**src/rtl/csi2_pkg.sv**
```systemverilog
// Shared CSI-2 definitions: data types, ECC parity masks, CRC constants and
// the transmitter state encoding.
package csi2_pkg;

  localparam logic [5:0] FRAME_START = 6'h00;
  localparam logic [5:0] FRAME_END   = 6'h01;
  localparam logic [5:0] LINE_START  = 6'h02;
  localparam logic [5:0] LINE_END    = 6'h03;
  localparam logic [5:0] RGB565      = 6'h22;
  localparam logic [5:0] RAW8        = 6'h2A;

  // Data types below this value carry no payload (short packets).
  localparam logic [5:0] SHORT_DT_LIMIT = 6'h10;

  // Index i selects the header bits {B2,B1,B0} that feed parity bit P[i].
  localparam logic [5:0][23:0] ECC_MASK = {
    24'hEFFC00,
    24'hDF03F0,
    24'hB8E38E,
    24'h749A6D,
    24'hF2555B,
    24'hF12CB7
  };

  localparam logic [15:0] CRC_POLY = 16'h8408;
  localparam logic [15:0] CRC_INIT = 16'hFFFF;

  typedef enum logic [2:0] {
    IDLE,
    SYNC,
    HDR0,
    HDR1,
    PAYLOAD,
    CRC,
    GAP
  } tx_state_e;

  function automatic logic is_short_dt(input logic [5:0] dt);
    return dt < SHORT_DT_LIMIT;
  endfunction

  function automatic logic [5:0] calc_ecc(input logic [23:0] hdr);
    logic [5:0] p;
    for (int i = 0; i < 6; i++) begin
      p[i] = ^(hdr & ECC_MASK[i]);
    end
    return p;
  endfunction

endpackage

```
**src/rtl/csi2_crc16.sv**
```systemverilog
// Combinational CRC-16 (reflected 0x8408) update over one or two bytes,
// low byte first. Shared with the receive path.
module csi2_crc16
  import csi2_pkg::*;
(
  input  logic [15:0] crc_in,
  input  logic [15:0] data_in,
  input  logic        two_byte,
  output logic [15:0] crc_out
);

  function automatic logic [15:0] crc_byte(input logic [15:0] c, input logic [7:0] b);
    logic [15:0] r;
    r = c ^ {8'h00, b};
    for (int i = 0; i < 8; i++) begin
      r = r[0] ? ((r >> 1) ^ CRC_POLY) : (r >> 1);
    end
    return r;
  endfunction

  logic [15:0] crc_lo;

  assign crc_lo  = crc_byte(crc_in, data_in[7:0]);
  assign crc_out = two_byte ? crc_byte(crc_lo, data_in[15:8]) : crc_lo;

endmodule

```
**src/rtl/csi2_packet_tx.sv**
```systemverilog
// Two-lane CSI-2 packet transmitter: SYNC leader, ECC-protected header,
// optional payload with CRC-16 trailer, then an LP gap.
module csi2_packet_tx
  import csi2_pkg::*;
#(
  parameter int         LP_GAP    = 4,
  parameter logic [7:0] SYNC_BYTE = 8'hB8
) (
  input  logic        clk,
  input  logic        reset,
  input  logic        pkt_valid,
  output logic        pkt_ready,
  input  logic [1:0]  pkt_vc,
  input  logic [5:0]  pkt_dt,
  input  logic [15:0] pkt_wc,
  input  logic [15:0] pay_data,
  input  logic        pay_valid,
  output logic        pay_ready,
  output logic [15:0] lane_data,
  output logic [1:0]  lane_hs,
  output logic        busy,
  output logic        underrun
);

  localparam int GAP_W = (LP_GAP > 1) ? $clog2(LP_GAP) : 1;
  localparam logic [GAP_W-1:0] GAP_LAST = GAP_W'((LP_GAP > 0) ? (LP_GAP - 1) : 0);
  localparam tx_state_e POST_PKT = (LP_GAP == 0) ? IDLE : GAP;

  tx_state_e        state_q, state_d;
  logic [1:0]       vc_q, vc_d;
  logic [5:0]       dt_q, dt_d;
  logic [15:0]      wc_q, wc_d;
  logic [15:0]      rem_q, rem_d;
  logic [15:0]      crc_q, crc_d;
  logic [GAP_W-1:0] gap_q, gap_d;

  logic [15:0] beat_data;
  logic [15:0] crc_upd;
  logic [5:0]  ecc;
  logic        last_beat;
  logic        odd_last;

  // A missing beat is replaced by zero bytes, which also enter the CRC.
  assign beat_data = pay_valid ? pay_data : 16'h0000;
  assign last_beat = (rem_q <= 16'd2);
  assign odd_last  = (state_q == PAYLOAD) && (rem_q == 16'd1);
  assign ecc       = calc_ecc({wc_q, vc_q, dt_q});

  csi2_crc16 u_crc (
    .crc_in   (crc_q),
    .data_in  (beat_data),
    .two_byte (!odd_last),
    .crc_out  (crc_upd)
  );

  always_comb begin
    state_d   = state_q;
    vc_d      = vc_q;
    dt_d      = dt_q;
    wc_d      = wc_q;
    rem_d     = rem_q;
    crc_d     = crc_q;
    gap_d     = '0;
    pkt_ready = 1'b0;
    pay_ready = 1'b0;
    lane_data = 16'h0000;
    lane_hs   = 2'b00;
    busy      = 1'b1;
    underrun  = 1'b0;

    unique case (state_q)
      IDLE: begin
        busy      = 1'b0;
        pkt_ready = !reset;
        if (pkt_valid && !reset) begin
          vc_d    = pkt_vc;
          dt_d    = pkt_dt;
          wc_d    = pkt_wc;
          crc_d   = CRC_INIT;
          state_d = SYNC;
        end
      end

      SYNC: begin
        lane_hs   = 2'b11;
        lane_data = {SYNC_BYTE, SYNC_BYTE};
        state_d   = HDR0;
      end

      HDR0: begin
        lane_hs   = 2'b11;
        lane_data = {wc_q[7:0], vc_q, dt_q};
        state_d   = HDR1;
      end

      HDR1: begin
        lane_hs   = 2'b11;
        lane_data = {2'b00, ecc, wc_q[15:8]};
        rem_d     = wc_q;
        if (is_short_dt(dt_q)) begin
          state_d = POST_PKT;
        end else if (wc_q == 16'h0000) begin
          state_d = CRC;
        end else begin
          state_d = PAYLOAD;
        end
      end

      // Never stalls: a beat is consumed every cycle whether or not it is present.
      PAYLOAD: begin
        lane_hs   = 2'b11;
        pay_ready = 1'b1;
        underrun  = !pay_valid;
        crc_d     = crc_upd;
        lane_data = odd_last ? {crc_upd[7:0], beat_data[7:0]} : beat_data;
        if (last_beat) begin
          state_d = CRC;
        end else begin
          rem_d = rem_q - 16'd2;
        end
      end

      CRC: begin
        if (wc_q[0]) begin
          lane_hs   = 2'b01;
          lane_data = {8'h00, crc_q[15:8]};
        end else begin
          lane_hs   = 2'b11;
          lane_data = crc_q;
        end
        state_d = POST_PKT;
      end

      GAP: begin
        if (gap_q == GAP_LAST) begin
          state_d = IDLE;
        end else begin
          gap_d = gap_q + 1'b1;
        end
      end

      default: begin
        state_d = IDLE;
      end
    endcase
  end

  always_ff @(posedge clk) begin
    if (reset) begin
      state_q <= IDLE;
      vc_q    <= '0;
      dt_q    <= '0;
      wc_q    <= '0;
      rem_q   <= '0;
      crc_q   <= CRC_INIT;
      gap_q   <= '0;
    end else begin
      state_q <= state_d;
      vc_q    <= vc_d;
      dt_q    <= dt_d;
      wc_q    <= wc_d;
      rem_q   <= rem_d;
      crc_q   <= crc_d;
      gap_q   <= gap_d;
    end
  end

endmodule
```
**config.mk**
```make
export PLATFORM = sky130hd
export DESIGN_NAME = csi2_packet_tx
export DESIGN_NICKNAME = d
export VERILOG_FILES = /design/src/rtl/csi2_pkg.sv /design/src/rtl/csi2_crc16.sv /design/src/rtl/csi2_packet_tx.sv
export SDC_FILE = /design/constraint.sdc
export NUM_CORES = 1
export LEC_CHECK = 0
export CAP_MARGIN = 20
export CORE_MARGIN = 2
export CORE_UTILIZATION = 28
export DETAILED_ROUTE_END_ITERATION = 8
export PLACE_DENSITY = 0.42
export SETUP_SLACK_MARGIN = 0.3
export SYNTH_ARGS = -nofsm -noshare
export SYNTH_HDL_FRONTEND = slang
export SYNTH_HIERARCHICAL = 1
export SYNTH_SLANG_ARGS = --single-unit
```
**constraint.sdc**
```tcl
create_clock -name clk -period 4.29 [get_ports clk]
set_input_delay 0.6435 -clock clk [delete_from_list [all_inputs] [get_ports clk]]
set_output_delay 0.6435 -clock clk [all_outputs]
set_load 0.02 [all_outputs]
```
# After elaboration in Yosys (flattened, before gate mapping)
# Index checks and enable logic that the tools add are counted.
# word_totals
ff_bits	61
inputBits	44
# op_classes
addsub	2
order_cmp	2
eq_ne	12
mux	37
bitwise_logic	19
reduce_logical	20
# ops
op	n
two-way mux 16 bit	22
XOR reduction 24 bit	6
case mux 16 bit (5 select lines)	1
case mux 16 bit (2 select lines)	2
NOT 2 -> 3 bit	16
bitwise XOR 16 x 8 -> 16 bit	2
case mux 3 bit (7 select lines)	1
== test 16 x 1 -> 1 bit, second input constant	1
<= comparator 16 x 2 -> 1 bit, second input constant	1
zero test 16 bit	1
subtractor 16 x 2 -> 16 bit, second input constant	1
== test 3 bit, second input constant	3
two-way mux 3 bit	3
!= test 2 bit, second input constant	4
== test 3 x 2 -> 1 bit, second input constant	2
less-than comparator 6 x 5 -> 1 bit, second input constant	1
AND reduction 2 bit	3
two-way mux 1 bit	5
two-way mux 2 bit	2
case mux 2 bit (2 select lines)	1
nonzero test 2 bit	2
OR reduction 4 bit	1
== test 3 x 1 -> 1 bit, second input constant	1
zero test 3 bit	1
7 further kinds	9

# Logic depth before layout (Yosys ltp)
# Gate-level depths: netlist (run 1).
# logic_depth
ltp_word	38
depth_mapped	11

# Hierarchy
# Netlist (run 1), hierarchy kept.
# by_module_without_submodules
mod	n_inst	cells_per_inst	area_each_um2	seq_area_each_um2
csi2_packet_tx	1	508	4006.3	1221.2
csi2_crc16	1	79	753.2	0.0

# Worst setup path after synthesis (run 1)
# No wires, ideal clock.
# synth_path
kind	input port to output port
start	input port pay_valid
end	output port lane_data[10]
arrival_time_ns	3.077
path_slack_ns	0.570
stages	9
cell_sequence	clkbuf_1 and2_1 xor2_2 xnor3_1 xor3_1 xnor2_1 a21oi_1 mux2i_1 o21ai_0
# synth_between
elab_chain_len	24
elab_cells_between_ends	27
cone_classes	mux: 20; bitwise: 7
# synth_lines
item	line_no	rtl
start, declared	csi2_packet_tx.sv:17	input logic pay_valid,
two-way mux 16 bit *	csi2_packet_tx.sv:44	assign beat_data = pay_valid ? pay_data : 16'h0000;
named net beat_data[2]	csi2_packet_tx.sv:37	logic [15:0] beat_data;
bitwise XOR 16 x 8 -> 16 bit *	csi2_crc16.sv:14	r = c ^ {8'h00, b};
two-way mux 16 bit * (7 in a row)	csi2_crc16.sv:16	r = r[0] ? ((r >> 1) ^ CRC_POLY) : (r >> 1);
NOT 2 -> 3 bit (no source line)	-	
two-way mux 16 bit *	csi2_crc16.sv:16	
bitwise XOR 16 x 8 -> 16 bit	csi2_crc16.sv:14	
two-way mux 16 bit (6 in a row)	csi2_crc16.sv:16	
NOT 2 -> 3 bit (no source line)	-	
two-way mux 16 bit (2 in a row)	csi2_crc16.sv:16	
two-way mux 16 bit *	csi2_crc16.sv:24	assign crc_out = two_byte ? crc_byte(crc_lo, data_in[15:8]) : crc_lo;
named net crc_upd[2]	csi2_packet_tx.sv:38	logic [15:0] crc_upd;
two-way mux 16 bit *	csi2_packet_tx.sv:115	lane_data = odd_last ? {crc_upd[7:0], beat_data[7:0]} : beat_data;
case mux 16 bit (5 select lines) *	csi2_packet_tx.sv:71	unique case (state_q)
end, declared	csi2_packet_tx.sv:19	output logic [15:0] lane_data,
# Mark *: on every way through the listed nets, which the timed path passes. The rest lies on a longest branch.

# Worst setup path in the final report (run 1)
# layout_path
start	input port pay_valid
end	output port lane_data[11]
# layout_between
elab_chain_len	24
elab_cells_between_ends	28
cone_classes	mux: 20; bitwise: 8
# layout_lines
item	line_no
two-way mux 16 bit *	csi2_packet_tx.sv:44
named net beat_data[3]	csi2_packet_tx.sv:37
bitwise XOR 16 x 8 -> 16 bit *	csi2_crc16.sv:14
two-way mux 16 bit * (8 in a row)	csi2_crc16.sv:16
bitwise XOR 16 x 8 -> 16 bit	csi2_crc16.sv:14
NOT 2 -> 3 bit (no source line)	-
two-way mux 16 bit (7 in a row)	csi2_crc16.sv:16
NOT 2 -> 3 bit (no source line)	-
two-way mux 16 bit	csi2_crc16.sv:16
two-way mux 16 bit *	csi2_crc16.sv:24
named net crc_upd[3]	csi2_packet_tx.sv:38
two-way mux 16 bit *	csi2_packet_tx.sv:115
case mux 16 bit (5 select lines) *	csi2_packet_tx.sv:71
# Marks and branches as above.

==> reports/qor.csv, run 1 <==
stage,metric,value,unit
power,total_power,0.00258,W
power,power_density,410,nW/um^2
power,vdd_drop_max,0.190,mV
sta,hold_viol,0,
logic_synthesis,synth-compound-area-share,0.211,
clocking,clkTransAtPathRegs,0.06,ns
logic_synthesis,async_reset_ff_frac,0,
sta,skew,0.00804,ns
setup_path,worstSetupPathType,in -> out,
logic_synthesis,netlist_instances,587,
logic_synthesis,avgSynthCellArea,8.11,um^2
final_layout,diodes,0,
logic_synthesis,synth_mux_area_frac,0.0444,
logic_synthesis,synth.yosys.seq_area_share,0.257,
setup_path,start_kind,input pin,
logic_synthesis,synth_area_leader_cell,dfxtp_1,
global_route,grt_pass1_wl,26600,um
sta,timing.final.ws_setup,0.360,ns
logic_synthesis,netlist_area,4760,um^2
floorplanning,die_x,134,um
logic_synthesis,synthTopCellsByArea,"dfxtp_1 (26%), xnor2_1 (8.6%), xnor3_1 (6.6%), o21ai_0 (5.0%), nand2_1 (4.9%)",
logic_synthesis,synth_top_family_by_area,XOR/XNOR gates,
final_layout,layout_commonest_cell,nand2_1,
clocking,cts-htree-levels,3,
clocking,root_buffer,clkbuf_16,
sta,setup_viol,0,
placed_design,hpwlAfterDp,12900,um
sta,slew_viol_final,0,
sta,fmax,254,MHz
logic_synthesis,synth_flop_cell,dfxtp_1,
logic_synthesis,synth_xor_area_frac,0.214,
placed_design,portBuffers,65,
logic_synthesis,synthSimpleGateAreaFrac,0.188,
final_layout,stdcell_count,901,
detailed_routing,vias_per_cell,5.17,
logic_synthesis,synth_edf_count,0,
run,max_cap_viol_count,0,
final_layout,area_growth,32.0,%
detailed_routing,vias,4659,
detailed_routing,drc,0,
detailed_routing,dr.pass1.iters,5,
clocking,worstSkewPairLatency,0.34,ns
final_layout,finalNetCount,731,
clocking,cts_made_buffers,9,
placed_design,place_area,5920,um^2
detailed_routing,wl_per_cell,19.4,um
final_layout,final_cell_mix,"nand2_1 (62), dfxtp_1 (61), clkdlybuf4s50_1 (57), buf_4 (55), o21ai_0 (48)",
global_route,overflow,0,
detailed_routing,drtIter0Drc,284,
placed_design,place_inst,883,
global_route,track_usage,0.195,
setup_path,cp_max_fo,5,
logic_synthesis,ys_seq_elements,61,
placed_design,gp_congestion,0.870,
logic_synthesis,yosys.area_share.adder,0.0289,
logic_synthesis,yosys_warnings,6,
sta,rsz0062_at_grt,true,
final_layout,final_util,0.379,
final_layout,final_area,6280,um^2
sta,fin_crit_sh,0.916,
hold_path,hp-class,reg -> reg,
power,power_leakage,2.48,nW
global_route,grt_pass1_vias,4511,
floorplanning,die_area,18100,um^2
setup_path,crit_required,3.65,ns
detailed_routing,ant_nets,0,
floorplanning,core_area,16600,um^2
global_route,grt_max_degree,55,
clocking,cts.sinks,61,
clocking,cts_buffer_depth,2,
floorplanning,io_pins,66,
logic_synthesis,yosysTopAreaCellShare,0.257,
sta,min_period,3.93,ns
logic_synthesis,syn-num-nets,642,
sta,max-slew-margin-rel,0.606,
clocking,cts_tree,done,
detailed_routing,totalWireLength,17500,um
sta,tightest_slew,0.587,ns
floorplanning,die_y,134,um
logic_synthesis,ys_types,58,
setup_path,critPathArrivalTime,3.29,ns
placed_design,dp_slack,-0.174,ns
floorplanning,core.rowCount,47,
setup_path,crit_path_end_kind,output pin,
clocking,ctsHoldBuffers,0,
final_layout,drive_gt1_frac,0.160,
status,run_status,completed,
global_route,antenna_found_initial,0,
floorplanning,start_util,0.287,
## final timing paths
check                  from             to  slack [ns]  depth (start not counted)
setup reg to reg   rem_q[1]      rem_q[15]        1.78                          7
setup / recovery  pay_valid  lane_data[11]        0.36                         11
hold reg to reg    gap_q[0]       gap_q[0]        0.42                          1
hold / removal     gap_q[0]       gap_q[0]        0.42                          1
## Yosys cell counts (all sizes together), types with 15 or more instances
| library cell | count |
|---|---|
| a21oi | 44 |
| clkbuf | 31 |
| nor2 | 42 |
| o21ai | 48 |
| nor3 | 25 |
| o31ai | 27 |
| inv | 24 |
| xnor2 | 50 |
| xor2 | 18 |
| nand2 | 62 |
| mux2i | 20 |
| xnor3 | 15 |
| and2 | 18 |
| dfxtp | 61 |
## power by group
| group | total, W | internal [W] | switching, W |
|---|---|---|---|
| Sequential | 0.000654 | 0.000601 | 0.0000528 |
| Clock | 0.000773 | 0.000471 | 0.000302 |
| Combinational | 0.00115 | 0.000609 | 0.000541 |
## flip-flops by register name, summed over array words and instances, names as in the netlist
signal   flops
crc_q       16
rem_q       16
wc_q        16
dt_q         6
state_q      3
gap_q        2
vc_q         2
## per-stage QoR
stage | hold slack [ns] | setup TNS [ns]
floorplan | 0.396 | 0
global placement | 0.405 | -0.506
detailed placement | 0.414 | -0.950
CTS | 0.423 | 0
global route | 0.444 | 0
finish | 0.418 | 0
## worst max-delay path, cell delays in order
cell and delay, ns:
clkdlybuf4s50_1 0.49, buf_4 0.14, and2_1 0.18, xor2_2 0.22
xnor2_2 0.17, xnor3_2 0.37, xnor3_1 0.38, a21oi_2 0.19
mux2i_1 0.10, o221ai_1 0.20, buf_4 0.20
## cell type report
type,count,area (um^2)
Fill cell,1755,10300
Multi-Input combinational cell,459,3340
Sequential cell,61,1220
Timing Repair Buffer,119,1030
Tap cell,220,275
Clock buffer,10,239
Inverter,26,97.6
Clock inverter,6,70.1
## per-layer routing
metal,track usage,part of all wire,vias to the layer above
met1,0.262,0.47,2254
met3,0.0295,0.034,19
met2,0.318,0.47,117
li1,-,-,2269
met4,0.0649,0.019,0
met5,0,0,-
## cell families after synthesis
logic type / after synthesis
mux: 21
xor+xnor: 85
buf+inv: 67
fa+ha+maj: 11
simple gates: 182
compound gates: 160
flops: 61
## repair_timing
action / in CTS / in global routing
gates cloned: 0 / 0
setup endpoints to repair: 8 / 8
gates resized for setup: 40 / 10
buffers inserted: 1 / 1
pin swaps: 4 / 5
Power figures use the tool's default switching activity.
==> inputs of run 2 (changes only) <==
--- a/config.mk
+++ b/config.mk
@@ -6,7 +6,7 @@
 export NUM_CORES = 1
 export LEC_CHECK = 0
 export CAP_MARGIN = 20
-export CORE_MARGIN = 2
+export CORE_MARGIN = 5
 export CORE_UTILIZATION = 28
 export DETAILED_ROUTE_END_ITERATION = 8
 export PLACE_DENSITY = 0.42
@@ -15,3 +15,4 @@
 export SYNTH_HDL_FRONTEND = slang
 export SYNTH_HIERARCHICAL = 1
 export SYNTH_SLANG_ARGS = --single-unit
+export TNS_END_PERCENT = 50
==> run 2 against run 1 <==
  * Critical endpoint is now lane_data[8]
  * Core utilization grew 0.43 points
  * Cell area grew 1.5%
  * First-iteration DRC count grew 5.6%
  * Clock skew shrank 0.0040 ns
  * Critical path depth shrank 1
  * Combinational power is essentially flat
  * Worst hold slack gained 0.0072 ns
  * Die area grew 9.1%
  * Sequential power is essentially flat
  * Power grew 2.8%
  * Setup slack gained 0.17 ns
  * Global-route usage shrank 1.5 points
==> reports/qor.csv, run 2 (synthesized netlist as in run 1, its figures left out) <==
stage,metric,value,unit
setup_path,crit_path_end_kind,output pin,
floorplanning,die_x,140,um
detailed_routing,wl_per_cell,19.5,um
floorplanning,die_area,19700,um^2
global_route,overflow,0,
setup_path,crit_required,3.65,ns
sta,fmax,266,MHz
final_layout,stdcell_count,906,
final_layout,final_area,6370,um^2
clocking,cts.sinks,61,
sta,fin_crit_sh,0.876,
power,p_sw_frac,0.336,
detailed_routing,dr.pass1.iters,5,
floorplanning,start_util,0.286,
detailed_routing,totalWireLength,17700,um
global_route,track_usage,0.180,
floorplanning,core.rowCount,47,
power,clkPwrFrac,0.312,
power,power_density,415,nW/um^2
placed_design,gp_congestion,0.857,
detailed_routing,vias,4669,
sta,timing.final.ws_setup,0.531,ns
setup_path,cp_max_fo,3,
final_layout,diodes,0,
floorplanning,die_y,140,um
power,power_leakage,2.52,nW
placed_design,place_area,5950,um^2
power,power.internal,0.00176,W
power,vdd_drop_max,0.189,mV
placed_design,place_inst,887,
sta,hold_viol,0,
final_layout,finalNetCount,736,
sta,skew,0.00408,ns
global_route,grt_pass1_vias,4636,
power,power_frac_comb,0.442,
clocking,worstSkewPairLatency,0.34,ns
detailed_routing,dr_wl_met3,652,um
setup_path,critPathMaxStageDelay,0.47,ns
clocking,clkTransAtPathRegs,0.06,ns
clocking,cts_buffer_depth,2,
setup_path,cpLargestDelayFamily,XOR/XNOR gates,
setup_path,start_kind,input pin,
placed_design,dp_slack,-0.239,ns
detailed_routing,drtIter0Drc,300,
sta,min_period,3.76,ns
final_layout,final_cell_mix,"nand2_1 (62), dfxtp_1 (61), buf_4 (61), clkdlybuf4s50_1 (56), o21ai_0 (48)",
clocking,cts_made_buffers,9,
sta,rsz0062_at_grt,false,
clocking,cts_tree,done,
detailed_routing,drc,0,
floorplanning,core_area,16600,um^2
clocking,cts-htree-levels,3,
global_route,grt_pass1_wl,27600,um
detailed_routing,vias_per_cell,5.15,
floorplanning,io_pins,66,
run,max_cap_viol_count,0,
sta,slew_viol_final,0,
placed_design,hpwlAfterDp,13100,um
clocking,root_buffer,clkbuf_16,
global_route,grt_max_degree,55,
sta,max-slew-margin-rel,0.535,
setup_path,worstSetupPathType,in -> out,
setup_path,critPathArrivalTime,3.12,ns
sta,setup_viol,0,
final_layout,area_growth,33.9,%
setup_path,slowest_stage,clkdlybuf4s50_1,
final_layout,drive_gt1_frac,0.168,
detailed_routing,wl_met2,8310,um
final_layout,layout_commonest_cell,nand2_1,
detailed_routing,routedLengthMet1,8450,um
power,seqPwrFrac,0.246,
final_layout,final_util,0.383,
setup_path,crit_top_cell,mux2i_1,
setup_path,critPathBufInv,2,
power,p_sw,0.000889,W
detailed_routing,top_layer_used,met4,
placed_design,portBuffers,65,
setup_path,crit_chain,clkdlybuf4s50_1 > and2_4 > xnor2_4 > xnor3_2 > xor3_2 > xnor2_1 > mux2i_1 > mux2i_1 > o211ai_1 > buf_4,
hold_path,hp-class,reg -> reg,
detailed_routing,ant_nets,0,
final_layout,top_regs,"crc_q x16, rem_q x16, wc_q x16",
status,run_status,completed,
global_route,antenna_found_initial,0,
sta,tightest_slew,0.696,ns
-- run 2: cell count changes in the layout (fill, tap and decap cells not counted), sizes merged --
cell / before / now
bufinv: 1 / 2
clkdlybuf4s50: 57 / 56
clkinvlp: 0 / 1
clkbuf: 11 / 12
dlymetal6s2s: 0 / 1
inv: 26 / 25
clkinv: 5 / 4
buf: 61 / 65
-- run 2: per-layer routing --
metal	GRT usage	up-vias
met2	0.284	108
met1	0.253	2268
met5	0	-
met4	0.0505	0
li1	-	2279
met3	0.0303	14
-- run 2: cell type report --
class | count | area [um^2]
Timing Repair Buffer | 124 | 1080
Clock inverter | 6 | 93.8
Inverter | 26 | 97.6
Fill cell | 1762 | 10300
Tap cell | 220 | 275
Multi-Input combinational cell | 459 | 3370
Clock buffer | 10 | 239
Sequential cell | 61 | 1220
-- run 2: worst paths after layout --
kind,depth (start not counted),slack (ns),to,startpoint
min,1,0.42,gap_q[0],gap_q[0]
max,10,0.53,lane_data[8],pay_data[0]
min reg2reg,1,0.42,gap_q[0],gap_q[0]
max reg2reg,10,1.75,crc_q[3],rem_q[6]
-- run 2: power groups by stage --
| stage | Combinational, W | Sequential, W | Clock, W |
|---|---|---|---|
| 5_1_grt | 0.00126 | 0.000657 | 0.000876 |
| 2_1_floorplan | 0.000723 | 0.000642 | 0 |
| 3_5_place_dp | 0.00113 | 0.000664 | 0 |
| 3_3_place_gp | 0.00114 | 0.000664 | 0 |
| 6_report | 0.00117 | 0.000652 | 0.000826 |
| 4_1_cts | 0.00114 | 0.000652 | 0.000849 |
-- run 2: worst register-to-register path: cells and delay by family (launching register included) --
family                 cells  cell delay (ns)
flip-flops                 1             0.36
AO/OA/AOI/OAI              2             0.15
buffers and inverters      3             0.47
AND/OR/NAND/NOR            5             1.43
-- run 2: timing repair --
action                                  4_1_cts  5_1_grt
setup buffers                                 0        3
endpoints found under the setup margin        8        8
hold endpoints to repair                      0        0
pin swaps                                     4        9
resized for setup                            32       25
gates cloned                                  0        0
hold buffers                                  0        0
-- run 2: stage by stage --
stage	total power, W	TNS [ns]	hold slack, ns
2_1_floorplan	0.00137	0	0.396
5_1_grt	0.00279	0	0.442
3_3_place_gp	0.00180	-0.614	0.406
6_report	0.00265	0	0.425
4_1_cts	0.00264	0	0.430
3_5_place_dp	0.00180	-0.992	0.422
==> inputs of run 3 (changes only) <==
--- a/config.mk
+++ b/config.mk
@@ -10,7 +10,9 @@
 export CORE_UTILIZATION = 28
 export DETAILED_ROUTE_END_ITERATION = 8
 export PLACE_DENSITY = 0.42
+export REMOVE_ABC_BUFFERS = 1
 export SETUP_SLACK_MARGIN = 0.3
+export SLEW_MARGIN = 0
 export SYNTH_ARGS = -nofsm -noshare
 export SYNTH_HDL_FRONTEND = slang
 export SYNTH_HIERARCHICAL = 1
==> run 3 against run 2 <==
  * Sequential share of layout area grew 0.51 points
  * Sequential power shrank 0.6%
  * Combinational power is 9% lower
  * Maximum frequency is 2.9% lower
  * Via count down 2.8%
  * Critical path depth unchanged
  * Setup slack lost 0.11 ns
  * Wire length is 3.7% lower
  * Worst hold slack improved by 0.0013 ns
  * Critical endpoint unchanged
==> reports/qor.csv, run 3 (synthesized netlist as in run 1, its figures left out) <==
stage,metric,value,unit
setup_path,slowest_stage,xnor3_1,
clocking,cts.sinks,61,
clocking,clkTransAtPathRegs,0.06,ns
clocking,cts_made_buffers,9,
global_route,overflow,0,
final_layout,final_cell_mix,"nand2_1 (62), dfxtp_1 (61), clkdlybuf4s50_1 (56), buf_4 (51), o21ai_0 (47)",
clocking,cts-htree-levels,3,
power,power_density,399,nW/um^2
floorplanning,die_y,140,um
clocking,cts_tree,done,
detailed_routing,totalWireLength,17000,um
final_layout,drive_gt1_frac,0.139,
detailed_routing,ant_nets,0,
sta,skew,0.00653,ns
run,max_cap_viol_count,0,
final_layout,filler_cell_count,1712,
floorplanning,core.rowCount,47,
setup_path,cp_max_fo,3,
clocking,cts_buffer_depth,2,
power,vdd_drop_max,0.200,mV
setup_path,crit_chain,clkdlybuf4s50_1 > and2_1 > xnor2_2 > xnor3_1 > xor3_1 > xnor2_1 > mux2i_1 > mux2i_1 > o211ai_1 > clkdlybuf4s15_2,
placed_design,portBuffers,65,
setup_path,critPathArrivalTime,3.23,ns
final_layout,diodes,0,
detailed_routing,drc,0,
hold_path,hp-start,gap_q[0],
status,run_status,completed,
clocking,postCtsSetupRepairBufs,0,
clocking,root_buffer,clkbuf_16,
setup_path,worstSetupPathType,in -> out,
setup_path,crit_start,pay_data[0],
setup_path,crit_top_cell,mux2i_1,
global_route,grt_pass1_wl,26600,um
setup_path,reg2reg_from,rem_q[1],
sta,rsz0062_at_grt,true,
placed_design,hpwlAfterDp,12300,um
hold_path,hp-class,reg -> reg,
placed_design,dp_slack,-0.272,ns
clocking,ctsHoldBuffers,0,
sta,fmax,258,MHz
floorplanning,core_area,16600,um^2
global_route,grt_pass1_vias,4675,
final_layout,stdcell_count,896,
power,power_leakage,2.42,nW
setup_path,crit_path_end_kind,output pin,
final_layout,finalNetCount,726,
floorplanning,die_x,140,um
floorplanning,die_area,19700,um^2
sta,max-slew-margin-rel,0.317,
hold_path,hold_depth,1,
setup_path,critPathMaxStageDelay,0.46,ns
detailed_routing,dr.pass1.iters,5,
setup_path,cp.depth,10,
power,total_power,0.00248,W
setup_path,critPathBufInv,2,
setup_path,start_kind,input pin,
floorplanning,io_pins,66,
floorplanning,start_util,0.286,
final_layout,top_regs,"crc_q x16, rem_q x16, wc_q x16",
sta,min_period,3.87,ns
clocking,worstSkewPairLatency,0.35,ns
global_route,antenna_found_initial,0,
sta,slew_viol_final,0,
global_route,grt_max_degree,65,
sta,timing.final.ws_setup,0.419,ns
setup_path,crit_required,3.65,ns
sta,setup_tns,0,ns
sta,tightest_slew,1.02,ns
placed_design,gp_congestion,0.861,
final_layout,area_growth,30.4,%
sta,setup_viol,0,
detailed_routing,vias,4536,
setup_path,cpLargestDelayFamily,XOR/XNOR gates,
sta,hold_ws,0.426,ns
sta,fin_crit_sh,0.902,
placed_design,place_inst,880,
sta,hold_viol,0,
final_layout,layout_commonest_cell,nand2_1,
detailed_routing,wl_per_cell,19.0,um
global_route,track_usage,0.173,
setup_path,rr_worst_depth,7,
detailed_routing,vias_per_cell,5.06,
detailed_routing,drtIter0Drc,227,
[run 3: stage by stage]
| stage | instance area (um^2) | utilization |
|---|---|---|
| 6_report | 6210 | 0.373 |
| 2_1_floorplan | 4590 | - |
| 5_1_grt | 6210 | 0.373 |
| 3_5_place_dp | 5880 | 0.353 |
| 4_1_cts | 6200 | 0.372 |
| 3_3_place_gp | 5880 | 0.353 |
[run 3: final timing paths]
check	end	slack (ns)
setup / recovery	lane_data[8]	0.42
hold / removal	gap_q[0]	0.43
setup reg to reg	rem_q[15]	1.79
hold reg to reg	gap_q[0]	0.43
[run 3: power breakdown]
group	total (W)	internal (W)	switching [W]	leakage (nW)
clock	0.000758	0.000463	0.000294	0.140
combinational	0.00107	0.000565	0.000509	1.78
sequential	0.000648	0.000601	0.0000472	0.497
total	0.00248	0.00163	0.000851	2.42
[run 3: repair_timing]
action                     4_1_cts  5_1_grt
setup endpoints to repair        8        7
pin swaps                        3        1
resized for setup               31        3
hold endpoints to repair         0        0
[run 3: worst reg2reg max path, cell delays in order, from the launching register on]
cell,delay (ns)
dfxtp_1,0.36
inv_1,0.07
ha_1,0.24
or4b_1,0.59
or4_4,0.49
o31a_1,0.26
o311ai_1,0.26
o31ai_1,0.11
[run 3: area by class of cell]
type                    instances  area, um^2  share of cell area
repair buffers                114        1010               0.162
well taps                     220         275              0.0443
flip-flops and latches         61        1220               0.197
multi-input cells             459        3310               0.533
inverters                      26        97.6              0.0157
clock buffers                  10         239              0.0385
clock inverters                 6        62.6              0.0101
[run 3: layer usage]
metal  routed length, um  GRT usage  vias up
li1                    -          -     2257
met1                7830      0.224     2164
met2                8160      0.291      100
met3                 690     0.0303       15
met4                 312     0.0571        0
met5                   0          0        -
